**config.mk**
```make
export PLATFORM = sky130hd
export DESIGN_NAME = mem_arbiter_flat
export DESIGN_NICKNAME = d
export VERILOG_FILES = /design/src/rtl/mem_arbiter_pkg.sv /design/src/rtl/mem_arbiter_if.sv /design/src/rtl/mem_arbiter_rr_pick.sv /design/src/rtl/mem_arbiter.sv /design/src/flat_wrapper.sv
export SDC_FILE = /design/constraint.sdc
export NUM_CORES = 1
export LEC_CHECK = 0
export CAP_MARGIN = 10
export CORE_MARGIN = 3
export CORE_UTILIZATION = 23
export DETAILED_ROUTE_END_ITERATION = 16
export GPL_TIMING_DRIVEN = 0
export PLACE_DENSITY = 0.78
export REMOVE_ABC_BUFFERS = 1
export SLEW_MARGIN = 10
export SYNTH_ARGS = -nofsm -noshare
export SYNTH_HDL_FRONTEND = slang
export SYNTH_SLANG_ARGS = --single-unit
```
**constraint.sdc**
```tcl
create_clock -name clock -period 1.48 [get_ports clock]
set_input_delay 0.148 -clock clock [delete_from_list [all_inputs] [get_ports clock]]
set_output_delay 0.148 -clock clock [all_outputs]
set_load 0.005 [all_outputs]
```
**src/rtl/mem_arbiter_pkg.sv**
```systemverilog
// Shared definitions for the memory arbiter: arbitration state encoding,
// port indices and the conflict counter ceiling.
package scic_pkg;

   typedef enum logic [1:0] {
      ARB_IDLE = 2'd0,
      ARB_P0   = 2'd1,
      ARB_P1   = 2'd2
   } arb_state_t;

   localparam logic        PORT_CPU     = 1'b0;
   localparam logic        PORT_DMA     = 1'b1;
   localparam logic [15:0] CONFLICT_MAX = 16'hFFFF;

endpackage

```
**src/rtl/mem_arbiter_if.sv**
```systemverilog
// Bus between the two requesters, the arbiter and the memory macro.
// slave = arbiter view, master = requesters plus memory view.
interface mem_arbiter_if #(
   parameter int ADDR_W = 16,
   parameter int DATA_W = 32
);
   logic              req0, req1;
   logic              we0, we1;
   logic [ADDR_W-1:0] addr0, addr1;
   logic [DATA_W-1:0] wdata0, wdata1;
   logic              lock0, lock1;
   logic              gnt0, gnt1;
   logic              rvalid0, rvalid1;
   logic [DATA_W-1:0] rdata;
   logic [ADDR_W-1:0] mem_addr;
   logic              mem_we;
   logic [DATA_W-1:0] mem_wdata;
   logic [DATA_W-1:0] mem_rdata;
   logic [15:0]       conflict_cnt;

   modport slave (
      input  req0, req1, we0, we1, addr0, addr1, wdata0, wdata1, lock0, lock1, mem_rdata,
      output gnt0, gnt1, rvalid0, rvalid1, rdata, mem_addr, mem_we, mem_wdata, conflict_cnt
   );

   modport master (
      output req0, req1, we0, we1, addr0, addr1, wdata0, wdata1, lock0, lock1, mem_rdata,
      input  gnt0, gnt1, rvalid0, rvalid1, rdata, mem_addr, mem_we, mem_wdata, conflict_cnt
   );
endinterface

```
**src/rtl/mem_arbiter_rr_pick.sv**
```systemverilog
// Combinational two-way round-robin picker with a hold override that lets
// the current owner keep the grant. Output is one-hot or zero.
module arb_rr_pick (
   input  logic [1:0] i_req,
   input  logic       i_last_owner,
   input  logic       i_hold_en,
   input  logic       i_hold_port,
   output logic [1:0] o_gnt
);

   // NOTE: every output of an always_comb gets a default first so no latch is inferred.
   always_comb begin
      o_gnt = 2'b00;
      if (i_hold_en && i_req[i_hold_port]) begin
         o_gnt[i_hold_port] = 1'b1;
      end else if (&i_req) begin
         o_gnt[~i_last_owner] = 1'b1;
      end else begin
         o_gnt = i_req;
      end
   end

endmodule

```
**src/rtl/mem_arbiter.sv**
```systemverilog
// Round-robin arbiter sharing one synchronous memory between CPU (port 0) and DMA (port 1).
// Optional locked bursts are enabled by defining MEM_ARB_BURST_EN.
module mem_arbiter
   import scic_pkg::*;
#(
   parameter int MAX_BURST = 4
) (
   input logic          clock,
   input logic          reset_n,
   mem_arbiter_if.slave bus
);

   arb_state_t  r_state, w_state_nxt;
   logic        r_last_owner, w_last_nxt;
   logic [1:0]  w_req, w_pick, w_gnt;
   logic        w_hold_en, w_hold_port;
   logic        r_rvalid0, r_rvalid1;
   logic [15:0] r_conflict_cnt;
   logic        w_unused_cfg;

   assign w_req        = {bus.req1, bus.req0};
   assign w_unused_cfg = (MAX_BURST > 0);

`ifdef MEM_ARB_BURST_EN
   localparam int              BCNT_W     = $clog2(MAX_BURST + 1);
   localparam logic [BCNT_W-1:0] BURST_LAST = BCNT_W'(MAX_BURST - 1);

   logic [BCNT_W-1:0] r_burst_cnt, w_burst_nxt;
   logic              w_win_lock;

   assign w_hold_port = (r_state == ARB_P1);
   assign w_hold_en   = (r_state != ARB_IDLE) && (w_hold_port ? bus.lock1 : bus.lock0)
                        && (r_burst_cnt < BURST_LAST);
   assign w_win_lock  = w_gnt[PORT_DMA] ? bus.lock1 : bus.lock0;

   // Counts locked repeat grants to the same owner; saturates so the other port gets through.
   always_comb begin
      w_burst_nxt = '0;
      if ((|w_gnt) && w_win_lock && (r_state != ARB_IDLE) && (w_state_nxt == r_state)) begin
         w_burst_nxt = (r_burst_cnt < BURST_LAST) ? r_burst_cnt + 1'b1 : r_burst_cnt;
      end
   end

   always_ff @(posedge clock or negedge reset_n) begin
      if (!reset_n) r_burst_cnt <= '0;
      else          r_burst_cnt <= w_burst_nxt;
   end
`else
   logic w_unused_lock;

   assign w_hold_en     = 1'b0;
   assign w_hold_port   = 1'b0;
   assign w_unused_lock = bus.lock0 ^ bus.lock1;
`endif

   arb_rr_pick u_pick (
      .i_req        (w_req),
      .i_last_owner (r_last_owner),
      .i_hold_en    (w_hold_en),
      .i_hold_port  (w_hold_port),
      .o_gnt        (w_pick)
   );

   // Grants are forced low for the whole time reset is asserted, not only at the edge.
   assign w_gnt    = w_pick & {2{reset_n}};
   assign bus.gnt0 = w_gnt[PORT_CPU];
   assign bus.gnt1 = w_gnt[PORT_DMA];

   always_comb begin
      w_state_nxt = ARB_IDLE;
      w_last_nxt  = r_last_owner;
      if (w_gnt[PORT_CPU]) begin
         w_state_nxt = ARB_P0;
         w_last_nxt  = PORT_CPU;
      end else if (w_gnt[PORT_DMA]) begin
         w_state_nxt = ARB_P1;
         w_last_nxt  = PORT_DMA;
      end
   end

   // NOTE: sequential state is written with non-blocking assignments only.
   always_ff @(posedge clock or negedge reset_n) begin
      if (!reset_n) begin
         r_state      <= ARB_IDLE;
         r_last_owner <= PORT_DMA;
      end else begin
         r_state      <= w_state_nxt;
         r_last_owner <= w_last_nxt;
      end
   end

   assign bus.mem_addr  = w_gnt[PORT_DMA] ? bus.addr1  : bus.addr0;
   assign bus.mem_wdata = w_gnt[PORT_DMA] ? bus.wdata1 : bus.wdata0;
   assign bus.mem_we    = (w_gnt[PORT_CPU] & bus.we0) | (w_gnt[PORT_DMA] & bus.we1);
   assign bus.rdata     = bus.mem_rdata;

   always_ff @(posedge clock or negedge reset_n) begin
      if (!reset_n) begin
         r_rvalid0 <= 1'b0;
         r_rvalid1 <= 1'b0;
      end else begin
         r_rvalid0 <= w_gnt[PORT_CPU] & ~bus.we0;
         r_rvalid1 <= w_gnt[PORT_DMA] & ~bus.we1;
      end
   end

   assign bus.rvalid0 = r_rvalid0;
   assign bus.rvalid1 = r_rvalid1;

   always_ff @(posedge clock or negedge reset_n) begin
      if (!reset_n) begin
         r_conflict_cnt <= 16'd0;
      end else if ((w_req == 2'b11) && (r_conflict_cnt != CONFLICT_MAX)) begin
         r_conflict_cnt <= r_conflict_cnt + 16'd1;
      end
   end

   assign bus.conflict_cnt = r_conflict_cnt;

endmodule

```
**src/flat_wrapper.sv**
```systemverilog
// flat-port wrapper written by rule: the top's interface ports become plain ports
module mem_arbiter_flat import scic_pkg::*;
#(
   parameter int MAX_BURST = 4
)
  (clock, reset_n, bus_req0, bus_req1, bus_we0, bus_we1, bus_addr0, bus_addr1, bus_wdata0, bus_wdata1, bus_lock0, bus_lock1, bus_mem_rdata, bus_gnt0, bus_gnt1, bus_rvalid0, bus_rvalid1, bus_rdata, bus_mem_addr, bus_mem_we, bus_mem_wdata, bus_conflict_cnt);
  mem_arbiter_if #(.ADDR_W(16), .DATA_W(32)) bus_i ();
  input logic clock;
  input logic reset_n;
  input wire logic [$bits(bus_i.req0)-1:0] bus_req0;
  input wire logic [$bits(bus_i.req1)-1:0] bus_req1;
  input wire logic [$bits(bus_i.we0)-1:0] bus_we0;
  input wire logic [$bits(bus_i.we1)-1:0] bus_we1;
  input wire logic [$bits(bus_i.addr0)-1:0] bus_addr0;
  input wire logic [$bits(bus_i.addr1)-1:0] bus_addr1;
  input wire logic [$bits(bus_i.wdata0)-1:0] bus_wdata0;
  input wire logic [$bits(bus_i.wdata1)-1:0] bus_wdata1;
  input wire logic [$bits(bus_i.lock0)-1:0] bus_lock0;
  input wire logic [$bits(bus_i.lock1)-1:0] bus_lock1;
  input wire logic [$bits(bus_i.mem_rdata)-1:0] bus_mem_rdata;
  output wire logic [$bits(bus_i.gnt0)-1:0] bus_gnt0;
  output wire logic [$bits(bus_i.gnt1)-1:0] bus_gnt1;
  output wire logic [$bits(bus_i.rvalid0)-1:0] bus_rvalid0;
  output wire logic [$bits(bus_i.rvalid1)-1:0] bus_rvalid1;
  output wire logic [$bits(bus_i.rdata)-1:0] bus_rdata;
  output wire logic [$bits(bus_i.mem_addr)-1:0] bus_mem_addr;
  output wire logic [$bits(bus_i.mem_we)-1:0] bus_mem_we;
  output wire logic [$bits(bus_i.mem_wdata)-1:0] bus_mem_wdata;
  output wire logic [$bits(bus_i.conflict_cnt)-1:0] bus_conflict_cnt;
  assign bus_i.req0 = bus_req0;
  assign bus_i.req1 = bus_req1;
  assign bus_i.we0 = bus_we0;
  assign bus_i.we1 = bus_we1;
  assign bus_i.addr0 = bus_addr0;
  assign bus_i.addr1 = bus_addr1;
  assign bus_i.wdata0 = bus_wdata0;
  assign bus_i.wdata1 = bus_wdata1;
  assign bus_i.lock0 = bus_lock0;
  assign bus_i.lock1 = bus_lock1;
  assign bus_i.mem_rdata = bus_mem_rdata;
  assign bus_gnt0 = bus_i.gnt0;
  assign bus_gnt1 = bus_i.gnt1;
  assign bus_rvalid0 = bus_i.rvalid0;
  assign bus_rvalid1 = bus_i.rvalid1;
  assign bus_rdata = bus_i.rdata;
  assign bus_mem_addr = bus_i.mem_addr;
  assign bus_mem_we = bus_i.mem_we;
  assign bus_mem_wdata = bus_i.mem_wdata;
  assign bus_conflict_cnt = bus_i.conflict_cnt;
  mem_arbiter #(.MAX_BURST(MAX_BURST)) u_core (.clock(clock), .reset_n(reset_n), .bus(bus_i));
endmodule
```
Word level (Yosys, flattened, before mapping). Index checks and enable logic that the tools add are counted.

Input bits: 136. Flip-flop bits (word level): 19. Word-level logic and storage cells: 29.

Multiplexer cells: 7. $add $sub $neg: 1. $lt $le $gt $ge: 2. Eq/ne operators: 2. Reductions and logical operators: 4. Bitwise operators: 9.

Operator list (count): 32-bit two-way mux (1); 16-bit by 1-bit adder with 16-bit output (second input constant) (1); 16-bit two-way mux (1); 16-bit != test (second input constant) (1); 1-bit AND (4); 1-bit two-way mux (3); 1-bit inverter (3); 2-bit AND (1); 2-bit equality test (second input constant) (1); 1-bit logical AND (2); 1-bit by 2-bit < comparator with 1-bit output (second input constant) (1); 2-bit two-way mux (1); 2-bit AND reduction (1); 2-bit nonzero test (1); 1-bit demux with 1-bit select (1); 1-bit greater-or-equal comparator (second input constant) (1); 1-bit bitwise OR (1).

Longest topological paths before layout. Gate-level depths: netlist of run 1.

Depth in word-level cells: 9. Gate-level depth with buffers: 6. Depth with buffers taken out: 5.

Modules after synthesis. From an unflattened synthesis of run 1, not the netlist that was laid out.

Cell total of the unflattened synthesis: 180. Area total of the unflattened synthesis: 1762.9 um^2.

Modules (own cells, without submodules): mem_arbiter (area an instance 1732.9 um^2, cells an instance 175, seq. area each 476.7 um^2, times used 1); arb_rr_pick (area an instance 30.0 um^2, cells an instance 5, seq. area each 0.0 um^2, times used 1).

Worst setup path after synthesis of run 1. Ideal clock, no wire load.

Path type: register -> register. Start: register u_core.r_conflict_cnt[0], in the netlist u_core.bus.conflict_cnt[0]. End: register u_core.r_conflict_cnt[1], in the netlist u_core.bus.conflict_cnt[1]. Path buffers: 0. Data arrival time: 1.378 ns. Clock period less this slack: 1.503 ns. Stages on the path, launching flop included: 6. Setup slack: -0.023 ns. Cells stage by stage: dfrtp_1 -> ha_1 -> and3_1 -> nand4_2 -> nand3_2 -> mux2_2.

Word-level cells in the longest chain between the ends: 2.

Ends and longest elaborated chain: from (decl) (RTL line mem_arbiter.sv:18) `logic [15:0] r_conflict_cnt;`; from (signal assigned) (RTL line mem_arbiter.sv:114) `r_conflict_cnt <= r_conflict_cnt + 16'd1;`; parallel branches: the longest is 2 deep, another holds 16-bit by 1-bit adder with 16-bit output.

Several ways; the timed one is not identified. A chain may end at the register's enable or synchronous reset.

Worst setup path after layout of run 1.
Start: register u_core.r_last_owner. End: output port bus_mem_wdata[6].

Word-level cells in the longest chain between the ends: 8.

Ends and longest elaborated chain: from (decl) (RTL line mem_arbiter.sv:14) `logic r_last_owner, w_last_nxt;`; from (signal assigned) (RTL line mem_arbiter.sv:88) `r_last_owner <= w_last_nxt;`; 1-bit inverter * (RTL line mem_arbiter_rr_pick.sv:17) `o_gnt[~i_last_owner] = 1'b1;`; 1-bit by 2-bit < comparator with 1-bit output (implied by the code) / 1-bit greater-or-equal comparator (equally long branches) (RTL line mem_arbiter_rr_pick.sv:17); 1-bit logical AND (implied by the code) (RTL line mem_arbiter_rr_pick.sv:17); 1-bit two-way mux (implied by the code) (RTL line mem_arbiter_rr_pick.sv:17); 1-bit demux with 1-bit select * (RTL line mem_arbiter_rr_pick.sv:17); 2-bit two-way mux * (RTL line mem_arbiter_rr_pick.sv:16) `end else if (&i_req) begin`; 2-bit AND * (RTL line mem_arbiter.sv:65) `assign w_gnt = w_pick & {2{reset_n}};`; 32-bit two-way mux * (RTL line mem_arbiter.sv:93) `assign bus.mem_wdata = w_gnt[PORT_DMA] ? bus.wdata1 : bus.wdata0;`; to (decl) (RTL line flat_wrapper.sv:28) `output wire logic [$bits(bus_i.mem_wdata)-1:0] bus_mem_wdata;`.

Mark *: on every way between the ends. The rest lies on a longest branch, timed or not.

==> metrics.csv, run 1 <==
stage;metric;value;unit
timing;Final Skew;0.00414;ns
timing;max-slew violations;0;
worst_setup_path;CP max FO;25;
clock_network;clock tree buffer depth;2;
die;Die Ht;94.2;µm
synthesis;register area share after synthesis;26.6;%
pwr;sequential share of power;30.5;%
global_routing;largest net degree at the start of global routing;26;
pwr;Net Sw Frac;32.7;%
global_routing;initial antenna violation count;0;
synthesis;FFs w/ async S/R, synth;100;%
final_layout;Area growth, synth to finish;104;%
placed_design;hpwl dp;6430;µm
pwr;Int Power;1.62;mW
final_layout;antenna cell count;0;
global_routing;gr ovfl total;0;
die;Core Area;7410;µm²
timing;fin crit share;116;%
routing;Pre-antenna DRT Iters;4;
timing;final setup margin;-0.234;ns
routing;Max Used Layer;met5;
routing;DR vias/cell;4.51;
pwr;Psw;786;µW
synthesis;area leader, netlist;nand2_1;
flow_run;max-capacitance violation count;0;
final_layout;most frequent cells in the layout;nand2_1 (135), clkdlybuf4s50_1 (115), buf_2 (31);
final_layout;fin area;3660;µm²
placed_design;I/O Buffers;170;
final_layout;commonest non-fill, non-tap cell in the layout;nand2_1;
clock_network;Worst-path clk slew;0.07;ns
final_layout;layout cell share with drive strength beyond 1;28.3;%
die;initial core utilization;24.2;%
die;Core Rows;31;
final_layout;area occupied by multi-input gates;1150;µm²
timing;fin crit period;1.71;ns
final_layout;Sequential Area;482;µm²
timing;final hold vios;0;
timing;setup_tns;-6.21;ns
routing;total routed wirelength;8760;µm
clock_network;CTS Sinks;19;
routing;WL met1;3330;µm
clock_network;Clock Latency Late Sink;0.26;ns
min_path;Min-Delay Path Class;in2reg;
synthesis;synthesized area per cell;6.63;µm²
status;status;complete, but fails checks;
worst_setup_path;worst path arrival time;1.57;ns
final_layout;Filler cells;692;
worst_setup_path;startpoint types;flip-flop;
pwr;VDD IR-drop max;0.377;mV
routing;met3 WL;1050;µm
routing;routed wl met2;4240;µm
pwr;clock share of power;15.1;%
timing;slew margin rel.;48.2;%
pwr;pwr/cell area;658;nW/µm²
worst_setup_path;Crit. End Element;primary output;
die;num ports;237;
worst_setup_path;CP required;1.33;ns
clock_network;cts bufs inserted;3;
routing;total vias in the final route;2410;
timing;RSZ-0062 raised after global routing;true;
timing;Hold WS;0.253;ns
clock_network;CTS tree;built;
synthesis;Synth area leaders;nand2_1 (32%), dfrtp_1 (25%), buf_4 (13%);
final_layout;Nets;573;
pwr;total power;2.40;mW
timing;# setup viols final;51;
synthesis;Post-synth EDFFs;0;
synthesis;synth warn;0;
placed_design;gp weighted congestion;0.807;
synthesis;top_reg_cell synth;dfrtp_1;
synthesis;Yosys reg bits;19;
timing;Worst Max-Slew Pin Slew;0.774;ns
placed_design;Placed Area;3360;µm²
clock_network;CTS Root Cell;clkbuf_8;
global_routing;global-route usage over all layers;18.4;%
pwr;combinational share of power;54.4;%
pwr;Pleak;1.79;nW
routing;ANT nets after route;0;
timing;Fmax;583;MHz
routing;drt first-iter violations;47;
routing;WL per Instance;16.4;µm
synthesis;Mapped Area;1790;µm²
synthesis;post-synth cell types;36;
global_routing;global-route wire length before repair;12500;µm
die;die footprint;8870;µm²
synthesis;area share of the largest cell type after synthesis;31.9;%
routing;DR DRC count;0;
final_layout;Core Util, Final;49.3;%
synthesis;Post-Synthesis Cells;270;
worst_setup_path;critical path class;reg2out;
clock_network;Max H-tree Level;1;
status;failing checks;setup timing;
global_routing;vias in the first global route;2439;
die;DIE WIDTH;94.2;µm
==> cells by family (layout without fill, tap and decap cells) <==
family,count (synthesis),in the layout,share of synthesized area [%]
AND/OR/NAND/NOR,183,183,45.3
buffers and inverters,45,208,16.6
flip-flops,19,19,26.6
XOR/XNOR,14,14,7.27
AO/OA/AOI/OAI,7,9,2.80
adder cells (fa/ha/maj),1,1,0.699
multiplexers,1,1,0.629
==> Yosys cell counts, types with 2 or more instances <==
| cell type | n |
|---|---|
| buf_2 | 7 |
| nor2_1 | 3 |
| nand4_1 | 5 |
| and3_1 | 2 |
| a21oi_1 | 2 |
| dfrtp_1 | 18 |
| inv_1 | 2 |
| nand4b_1 | 2 |
| buf_4 | 32 |
| nand3_1 | 5 |
| nand2_1 | 152 |
| nand3_2 | 2 |
| clkbuf_1 | 3 |
| and4_4 | 2 |
| xnor2_1 | 12 |
==> layer usage <==
layer,GRT usage [%],vias up
li1,-,1155
met1,21.4,1090
met2,29.2,150
met4,2.77,2
met3,10.5,13
met5,6.41,-
==> power by group through the flow <==
stage | registers [mW] | clock network, mW | logic (mW)
after detailed placement | 0.743 | 0 | 1.10
final | 0.733 | 0.363 | 1.31
after CTS | 0.705 | 0.360 | 1.26
after floorplan | 0.722 | 0 | 0.321
after global routing | 0.748 | 0.388 | 1.43
after global placement | 0.734 | 0 | 1.08
==> final timing paths <==
kind	slack, ns	end	cells past startpoint	startpoint
worst max-delay path	-0.23	bus_mem_wdata[6]	6	u_core.r_last_owner
worst min-delay path	0.25	u_core.r_last_owner	4	reset_n
worst max register to register	-0.01	u_core.bus.conflict_cnt[14]	4	u_core.bus.conflict_cnt[5]
worst min register to register	0.51	u_core.bus.conflict_cnt[15]	1	u_core.bus.conflict_cnt[15]
max in group asynchronous	0.39	u_core.bus.conflict_cnt[9]	2	reset_n
min in group asynchronous	0.49	u_core.r_last_owner	2	reset_n
==> metrics by stage <==
| stage | worst slack (ns) | std cells |
|---|---|---|
| after global placement | -2.81 | 497 |
| after floorplan | -0.834 | 228 |
| final | -0.234 | 534 |
| after global routing | -0.289 | 534 |
| after detailed placement | -1.96 | 498 |
| after CTS | -0.247 | 528 |
==> area by class of cell <==
class | count | share of cell area, %
repair buffers | 200 | 49.4
multi-input cells | 208 | 31.5
flip-flops and latches | 19 | 13.2
well taps | 99 | 3.39
inverters | 3 | 0.753
repair inverters | 1 | 0.548
clock buffers | 4 | 1.23
==> worst max-delay path, stage by stage, from the launching register on <==
cell	delay, ns
dfstp_2	0.54
a21o_4	0.17
buf_12	0.16
inv_16	0.06
nand2_1	0.06
nand2_1	0.04
dlygate4sd2_1	0.26
==> sequential cells by signal, indices dropped and copies added, names as in the netlist <==
| register | count |
|---|---|
| u_core.r_last_owner | 1 |
| u_core.bus.conflict_cnt | 16 |
| u_core.bus.rvalid0 | 1 |
| u_core.bus.rvalid1 | 1 |
==> timing repair <==
item	4_1_cts	5_1_grt
hold buffers	2	0
hold endpoints to repair	18	0
setup endpoints to repair	56	57
buffers inserted	21	7
pin swaps	6	17
gates cloned	3	1
resized for setup	188	57
No activity file was read; power rests on OpenSTA's default activity.
==> run 2: changes to the inputs <==
--- a/config.mk
+++ b/config.mk
@@ -10,9 +10,8 @@
 export CORE_UTILIZATION = 23
 export DETAILED_ROUTE_END_ITERATION = 16
 export GPL_TIMING_DRIVEN = 0
-export PLACE_DENSITY = 0.78
+export PLACE_DENSITY = 0.83
 export REMOVE_ABC_BUFFERS = 1
-export SLEW_MARGIN = 10
 export SYNTH_ARGS = -nofsm -noshare
 export SYNTH_HDL_FRONTEND = slang
 export SYNTH_SLANG_ARGS = --single-unit
==> run 2 against run 1 <==
Compared with the run above: the flow still finishes with violations (setup timing); design area increased by 19%; first-iteration DRC count grew 38%; routed wire length up 23%; sequential share of layout area down 2.0 points; combinational power is 24% higher; clock skew about the same.
==> metrics.csv, run 2 (synthesis results as in run 1) <==
stage;metric;value;unit;change
routing;Pre-antenna DRT Iters;4;;unchanged
worst_setup_path;worst path arrival time;1.53;ns;was 1.57 ns
global_routing;initial antenna violation count;0;;unchanged
worst_setup_path;worst r2r path cells;5;;was 4
timing;Worst Max-Slew Pin Slew;0.793;ns;was 0.774 ns
timing;Final Skew;0.00390;ns;was 0.00414 ns
pwr;Psw;946;µW;was 786 µW
final_layout;most frequent cells in the layout;clkdlybuf4s50_1 (114), nand2_1 (69), nand2_2 (60);;was nand2_1 (135), clkdlybuf4s50_1 (115), buf_2 (31)
worst_setup_path;instance count on the critical path;6;;unchanged
routing;DR DRC count;0;;unchanged
pwr;total power;2.72;mW;was 2.40 mW
timing;final hold vios;0;;unchanged
global_routing;global-route wire length before repair;14700;µm;was 12500 µm
routing;DR vias/cell;4.63;;was 4.51
timing;fin crit period;1.68;ns;was 1.71 ns
min_path;Hold Crit Start;reset_n;;unchanged
worst_setup_path;worst-path cell chain;a21o_4, buf_12, inv_6, nand2_1, nand2_1, buf_2;;was a21o_4, buf_12, inv_16, nand2_1, nand2_1, dlygate4sd2_1
clock_network;clock tree buffer depth;2;;unchanged
worst_setup_path;critical path class;reg2out;;unchanged
clock_network;Max H-tree Level;1;;unchanged
final_layout;fin area;4340;µm²;was 3660 µm²
pwr;pwr/cell area;628;nW/µm²;was 658 nW/µm²
die;Core Area;7410;µm²;unchanged
timing;fin crit share;113;%;was 116%
worst_setup_path;CP max FO;6;;was 25
placed_design;placed cells;497;;was 498
pwr;Net Sw Frac;34.7;%;was 32.7%
die;initial core utilization;24.2;%;unchanged
worst_setup_path;startpoint types;flip-flop;;unchanged
global_routing;gr ovfl total;0;;unchanged
pwr;Int Power;1.78;mW;was 1.62 mW
timing;max-slew violations;0;;unchanged
placed_design;Placed Area;3330;µm²;was 3360 µm²
final_layout;Nets;600;;was 573
placed_design;post-placement setup slack;-2.14;ns;was -1.96 ns
worst_setup_path;CP peak stage delay;0.58;ns;was 0.54 ns
placed_design;gp weighted congestion;0.922;;was 0.807
timing;# setup viols final;50;;was 51
pwr;combinational share of power;59.7;%;was 54.4%
min_path;Min-Delay Path Class;in2reg;;unchanged
final_layout;Post-Layout Cell Count;561;;was 534
worst_setup_path;r2r setup slk;0.02;ns;was -0.01 ns
clock_network;CTS Sinks;19;;unchanged
clock_network;cts bufs inserted;3;;unchanged
die;DIE WIDTH;94.2;µm;unchanged
worst_setup_path;worst r2r src;u_core.bus.conflict_cnt[1];;was u_core.bus.conflict_cnt[5]
die;num ports;237;;unchanged
status;status;complete, but fails checks;;unchanged
routing;drt first-iter violations;65;;was 47
worst_setup_path;Largest delay share family, worst path;flip-flops;;unchanged
clock_network;Clock Latency Late Sink;0.26;ns;about the same
min_path;Min-Delay Endpoint;u_core.r_last_owner;;unchanged
routing;ANT nets after route;0;;unchanged
min_path;worst hold path stage count;4;;unchanged
final_layout;commonest non-fill, non-tap cell in the layout;clkdlybuf4s50_1;;was nand2_1
timing;slew margin rel.;47.0;%;was 48.2%
placed_design;I/O Buffers;170;;unchanged
timing;final setup margin;-0.198;ns;was -0.234 ns
worst_setup_path;cell mode on critical path;nand2_1;;unchanged
timing;Fmax;596;MHz;was 583 MHz
clock_network;CTS Root Cell;clkbuf_8;;unchanged
final_layout;Area growth, synth to finish;142;%;was 104%
clock_network;CTS tree;built;;unchanged
pwr;VDD IR-drop max;0.367;mV;was 0.377 mV
worst_setup_path;r2r endpoint;u_core.bus.conflict_cnt[13];;was u_core.bus.conflict_cnt[14]
final_layout;layout cell share with drive strength beyond 1;49.1;%;was 28.3%
global_routing;global-route usage over all layers;22.3;%;was 18.4%
flow_run;max-capacitance violation count;0;;unchanged
routing;total routed wirelength;10800;µm;was 8760 µm
pwr;clock share of power;13.2;%;was 15.1%
worst_setup_path;Slowest cell on crit path;dfstp_2;;unchanged
worst_setup_path;Crit. End Element;primary output;;unchanged
pwr;sequential share of power;27.1;%;was 30.5%
worst_setup_path;CP Buf/Inv Count;3;;unchanged
die;die footprint;8870;µm²;unchanged
placed_design;hpwl dp;6630;µm;was 6430 µm
die;Die Ht;94.2;µm;unchanged
timing;RSZ-0062 raised after global routing;true;;unchanged
global_routing;largest net degree at the start of global routing;19;;was 26
worst_setup_path;CP required;1.33;ns;about the same
global_routing;vias in the first global route;2730;;was 2439
final_layout;max reg flops;16;;unchanged
status;failing checks;setup timing;;unchanged
pwr;Pleak;2.12;nW;was 1.79 nW
routing;WL per Instance;19.2;µm;was 16.4 µm
final_layout;antenna cell count;0;;unchanged
routing;total vias in the final route;2598;;was 2410
clock_network;Worst-path clk slew;0.07;ns;about the same
die;Core Rows;31;;unchanged
timing;Hold WS;0.250;ns;was 0.253 ns
## run 2: changes by cell type in the layout (fill, tap and decap cells not counted), sizes merged, moves of 4 or more
| cell | change |
|---|---|
| inv | +5 |
| clkbuf | -11 |
| buf | +35 |
| dlygate4sd2 | -8 |
| a21o | +4 |
## run 2: cell type report
| type | count | area [µm²] |
|---|---|---|
| inverters | 3 | 27.5 |
| multi-input cells | 212 | 1490 |
| fillers | 655 | 3070 |
| clock buffers | 3 | 41.3 |
| repair buffers | 218 | 2080 |
| clock inverters | 1 | 5.00 |
| flip-flops and latches | 19 | 485 |
| repair inverters | 6 | 83.8 |
| well taps | 99 | 124 |
## run 2: timing repair
item                                    in CTS  in global routing
hold endpoints to repair                    18                  0
resized for setup                          316                 90
pin swaps                                   61                 40
buffers inserted                            40                  8
endpoints found under the setup margin      58                 57
hold buffers                                 2                  0
gates cloned                                11                  1
## run 2: worst register-to-register path, stage by stage (launching register included)
cell	delay, ns
dfrtp_1	0.40
buf_4	0.15
nand4_1	0.18
nor4_4	0.25
nand4b_1	0.19
xnor2_1	0.21
## run 2: power groups by stage
| stage | Combinational [mW] | Sequential [mW] | Clock [mW] |
|---|---|---|---|
| final | 1.63 | 0.737 | 0.359 |
| after global routing | 1.76 | 0.752 | 0.383 |
| after CTS | 1.47 | 0.720 | 0.362 |
| after detailed placement | 1.10 | 0.749 | 0 |
| after global placement | 1.07 | 0.738 | 0 |
| after floorplan | 0.321 | 0.722 | 0 |
## run 2: routing by layer
| metal | vias to the layer above | GRT usage, % | routed length [µm] |
|---|---|---|---|
| met1 | 1195 | 24.5 | 3810 |
| met3 | 20 | 12.1 | 1380 |
| met4 | 0 | 4.21 | 150 |
| met5 | - | 4.49 | 0 |
| met2 | 161 | 37.8 | 5430 |
| li1 | 1222 | - | - |
## run 2: worst max-delay path by stage
stage | from | endpoint | slack (ns)
finish | u_core.r_last_owner | bus_mem_wdata[19] | -0.20
global route | u_core.r_last_owner | bus_mem_addr[3] | -0.23
CTS | u_core.r_last_owner | bus_mem_wdata[1] | -0.18
detailed placement | reset_n | bus_mem_we | -2.14
global placement | reset_n | bus_mem_we | -2.75
floorplan | u_core.r_last_owner | bus_mem_we | -0.83
## run 2: per-stage QoR
stage	util (%)	setup TNS, ns
after floorplan	-	-37.80
after global placement	44.9	-137.31
after detailed placement	44.9	-107.93
after CTS	53.1	-6.47
after global routing	58.5	-8.70
final	58.5	-6.64
